--- config.mk ---
export PLATFORM = sky130hd
export DESIGN_NAME = sw_input_port
export DESIGN_NICKNAME = d
export VERILOG_FILES = /design/src/rtl/sw_input_port.sv
export SDC_FILE = /design/constraint.sdc
export NUM_CORES = 1
export LEC_CHECK = 0
export CORE_UTILIZATION = 49
export CTS_BUF_LIST = sky130_fd_sc_hd__clkbuf_16
export DETAILED_ROUTE_END_ITERATION = 16
export PLACE_DENSITY = 0.8
export SYNTH_ARGS = -nofsm -noshare
export SYNTH_HDL_FRONTEND = slang
export SYNTH_SLANG_ARGS = --single-unit
--- constraint.sdc ---
create_clock -name clk -period 15 [get_ports clk]
set_input_delay 3 -clock clk [delete_from_list [all_inputs] [get_ports clk]]
set_output_delay 3 -clock clk [all_outputs]
set_load 0.03 [all_outputs]
--- src/rtl/sw_input_port.sv ---
// sw_input_port: debounced active-low switch inputs with sticky press flags and a press counter
module sw_input_port #(
    parameter int DEBOUNCE_CYCLES = 20000
) (
    input  logic        clk,
    input  logic        resetn,
    input  logic [7:0]  switch_1,
    input  logic        data_sram_we,
    input  logic [31:0] data_sram_addr,
    input  logic [31:0] data_sram_wdata,
    output logic [31:0] data_sram_rdata
);
    localparam logic [19:0] CNT_LAST = 20'(DEBOUNCE_CYCLES - 1);
    logic [7:0]  r_s1, r_s2, r_cand, r_stable, r_edge;
    logic [19:0] r_cnt;
    logic [15:0] r_pcnt;
    logic        w_accept, w_cnt_wr, w_unused;
    logic [7:0]  w_rise, w_clr;
    logic [3:0]  w_pop;
    logic [16:0] w_sum;
    assign w_accept = r_s2 == r_cand && r_cnt == CNT_LAST && r_cand != r_stable;
    assign w_rise   = w_accept ? r_cand & ~r_stable : 8'h00;
    assign w_clr    = data_sram_we && data_sram_addr == 32'h0000_0408 ? data_sram_wdata[7:0] : 8'h00;
    assign w_cnt_wr = data_sram_we && data_sram_addr == 32'h0000_040C;
    assign w_pop    = 4'($countones(w_rise));
    // a counter write clears first, then this cycle's presses are added
    assign w_sum    = {1'b0, w_cnt_wr ? 16'h0000 : r_pcnt} + {13'b0, w_pop};
    assign w_unused = ^data_sram_wdata[31:8];
    // two-flop synchronizer, inverting so that 1 means pressed
    always_ff @(posedge clk or negedge resetn) begin
        if (!resetn) begin
            r_s1 <= 8'h00;
            r_s2 <= 8'h00;
        end else begin
            r_s1 <= ~switch_1;
            r_s2 <= r_s1;
        end
    end
    // whole-vector debounce: count consecutive cycles the synchronized vector stays unchanged
    always_ff @(posedge clk or negedge resetn) begin
        if (!resetn) begin
            r_cand <= 8'h00;
            r_cnt  <= 20'h0;
        end else begin
            r_cand <= r_s2;
            r_cnt  <= r_s2 != r_cand ? 20'h0 : r_cnt != CNT_LAST ? r_cnt + 20'h1 : r_cnt;
        end
    end
    // accepted vector, sticky press flags (set beats clear) and saturating press count
    always_ff @(posedge clk or negedge resetn) begin
        if (!resetn) begin
            r_stable <= 8'h00;
            r_edge   <= 8'h00;
            r_pcnt   <= 16'h0000;
        end else begin
            r_stable <= w_accept ? r_cand : r_stable;
            r_edge   <= (r_edge & ~w_clr) | w_rise;
            r_pcnt   <= w_sum[16] ? 16'hFFFF : w_sum[15:0];
        end
    end
    // same-cycle register read decode, full address compare
    always_comb begin
        data_sram_rdata = data_sram_addr == 32'h0000_0400 ? {24'h0, r_stable} :
                          data_sram_addr == 32'h0000_0408 ? {24'h0, r_edge} :
                          data_sram_addr == 32'h0000_040C ? {16'h0, r_pcnt} : 32'h0;
    end
endmodule

==> key figures <==
Run status
  – Status: completed

Clock network
  – CTS root buf: clkbuf_16
  – Post-cts sizing count: 0
  – Hold buffers post-CTS: 0
  – Post-CTS Setup Bufs: 0
  – Later-pin clock latency in the skew report: 0.33 ns
  – CTS buffer count: 9
  – Clock sinks: 76
  – Worst-case clock buffer depth: 2
  – CTS clk-pin slew, worst paths: 0.06 ns
  – H-tree level count: 3
  – CTS tree: done

Cells and area
  – Area growth, synth to finish: 23.5%
  – Final instance area: 5060 sq um
  – Fin util: 63.9%
  – Fill cells: 623
  – Layout cells sized above 1: 7.08%
  – Ant diodes: 0
  – Nets: 571

Timing
  – RSZ-0062 raised after global routing: false
  – Final Hold Viols: 0
  – Final Cycle Share: 60.2%
  – Max Clk Rate: 0.111 GHz
  – Worst slew pin tran: 0.944 ns
  – Setup Viol. Count Final: 0
  – Slew Viols, Final: 0
  – Period minus WS final: 9.03 ns
  – Final clock skew: 0.00668 ns
  – Sum of negative setup slack: 0 ns
  – Slew margin rel.: 37.1%

Routing
  – Vias: 3,116
  – Drt initial violations: 148
  – Drt wl/cell: 14.7 um
  – Post-DRT Antenna Nets: 0
  – Pre-antenna DRT Iters: 4
  – Post-DR vias/cell: 5.35
  – DRC viols: 0
  – DRT Wirelength: 8570 um

Critical path
  – WP data required: 12.00 ns
  – Startpoint types: primary input
  – Crit-path most repeated cell: clkdlybuf4s50_1
  – Slowest-stage cell, CP: nor3_1
  – Worst Setup End Kind: primary output
  – CP peak stage delay: 0.63 ns
  – Arr. time, crit path: 6.03 ns
  – Critical path class: in2out
  – Crit path cell chain: clkdlybuf4s50_1 > nor4_1 > nand4_1 > nor3_1 > nand2_1 > a2bb2oi_1 > clkdlybuf4s50_1
  – CP max FO: 9

Pwr
  – Cell-internal power: 333 uW
  – Sequential share of power: 48.5%
  – Power Density: 85.8 nW/um^2
  – Tot Pwr: 435 uW
  – Static Leak: 0.00225 uW
  – Switching Share: 23.3%
  – Peak VDD IR: 78.0 uV
  – Combinational power share: 6.7%
  – Clk network pwr share: 44.8%
  – Sw Pwr: 101 uW

Die
  – # rows: 32
  – Die ar.: 8740 sq um
  – Core Footprint: 7930 sq um
  – Die X: 93.5 um
  – I/O Pins: 107
  – Chip height: 93.5 um
  – Initial core utilization: 51.7%

Global route
  – First-pass GRT wire length: 14,100 um
  – Largest net degree at the start of global routing: 77
  – Grt total ovfl: 0
  – Initial antenna violation count: 0
  – Vias in the first global route: 3,059
  – All-layer global routing usage: 21.0%

Placement
  – Placer Congestion: 0.823
  – Placed inst area: 4800 sq um
  – Dpl hpwl: 6120 um
  – Port-buffer cells: 66

Logic synthesis
  – Mapped cell area: 4100 sq um
  – Synth Instances: 406
  – Synth unique cells: 44
  – Post-synthesis sequential area ratio: 46.4%
  – Syn Area/Cell: 10.1 sq um
  – Number of synthesized register bits: 76
  – Synth Warn #: 0

Hold path
  – HP Class: reg2reg

Job
  – Max-cap violations: 0
-- final timing paths --
check                                          end  depth (start not counted)  slack, ns                from
worst min register to register             r_s2[6]                          0       0.35             r_s1[6]
worst max register to register          r_pcnt[13]                         15       8.60           r_cand[5]
worst max-delay path            data_sram_rdata[5]                          7       5.97  data_sram_addr[15]
worst min-delay path                       r_s2[6]                          0       0.35             r_s1[6]
min in group asynchronous                r_edge[6]                          2       2.88              resetn
max in group asynchronous                r_cnt[18]                          2      11.49              resetn
-- area by class of cell --
type / instances / area (sq um) / share of cell area [%]
Clock inverter: 6 / 42.5 / 0.840
Multi-Input combinational cell: 288 / 1970 / 39.0
Sequential cell: 76 / 1900 / 37.5
Clock buffer: 9 / 225 / 4.45
Tap cell: 102 / 128 / 2.52
Timing Repair Buffer: 68 / 671 / 13.2
Inverter: 33 / 124 / 2.45
-- state kept, by name (all words and copies together) (netlist names) --
register / flops
r_stable: 8
r_s1: 8
r_edge: 8
r_pcnt: 16
r_cand: 8
r_s2: 8
r_cnt: 20
-- worst max-delay path, delay by kind of cell --
family	cells	cell delay (ns)
simple gates	4	1.82
buf+inv	2	0.99
compound gates	1	0.22
-- layout by cell type, fill, tap and decap left out, types with 11 or more instances in the layout --
cell,n
o21ai_0,18
nor4_1,11
nor2_1,28
nand2_1,31
conb_1,16
clkdlybuf4s50_1,65
nor3_1,11
inv_1,33
xor2_1,25
a21oi_1,12
nand3_1,13
ha_1,15
dfrtp_1,76
-- per-stage QoR --
| stage | instances | setup WS (ns) | hold WS (ns) |
|---|---|---|---|
| floorplan | 421 | 7.28 | 0.331 |
| global placement | 567 | 6.05 | 0.332 |
| detailed placement | 567 | 5.96 | 0.335 |
| CTS | 582 | 5.94 | 0.348 |
| global route | 582 | 5.65 | 0.354 |
| finish | 582 | 5.97 | 0.346 |
-- power by group through the flow --
stage / registers (uW) / clock network (uW) / logic [uW]
6_report: 211 / 195 / 29.2
5_1_grt: 211 / 207 / 32.2
3_3_place_gp: 214 / 0 / 29.1
4_1_cts: 211 / 198 / 29.5
2_1_floorplan: 214 / 0 / 13.7
3_5_place_dp: 214 / 0 / 29.4
-- layer usage --
layer	track usage, %	up-vias	routed length, um
met2	36.0	87	4260
met3	4.39	10	514
met1	26.4	1498	3680
met4	7.18	0	119
met5	0	-	0
li1	-	1521	-
-- synthesized netlist by cell type --
cell        n  share of area, %
nor3b_1     1              0.18
and4bb_2    1              0.31
and3_1     10               1.5
or2_2       2              0.31
buf_4      16               2.9
mux2_2      6               1.6
fa_1        5               2.4
mux2_4      2              0.73
a31oi_1     2              0.31
nor2_1     28               2.6
dfrtp_1    76                46
nor3_4      1              0.40
ha_1       15               4.6
a311oi_1    2              0.43
nor2b_1     6              0.92
nand4b_1    1              0.21
nor4_1     11               1.7
a211oi_1    1              0.18
nor4_2      2              0.61
mux2i_1     2              0.49
and4b_1     2              0.49
nor3_1     11               1.3
xor2_1     25               5.3
o21a_1      3              0.55
nor4_4      1              0.52
xnor2_1     6               1.3
a21o_1      9               1.6
nand2_1    31               2.8
nand3_1    13               1.6
or3_1       2              0.31
a2bb2oi_1   8               1.7
inv_1      33               3.0
buf_6       1              0.27
conb_1      1             0.091
and4_1      2              0.43
nand2b_1    3              0.46
and2_1      8               1.2
clkbuf_1    7              0.64
or3_4       1              0.27
o31a_1      9               1.9
o21ai_0    18               2.2
a21oi_1    12               1.5
o2111ai_1   1              0.21
nand4_1     9               1.4
-- kinds of logic after synthesis --
| logic type | after synthesis | synth area share (%) |
|---|---|---|
| buffers and inverters | 57 | 6.87 |
| DFF | 76 | 46.4 |
| AOI/OAI and AO/OA | 65 | 10.6 |
| adders and majority gates | 20 | 7.02 |
| other | 1 | 0.0915 |
| xor gates and xnor gates | 31 | 6.62 |
| muxes | 10 | 2.87 |
| and+or+nand+nor | 146 | 19.5 |
Note: power is estimated with default switching activity, not from simulation.
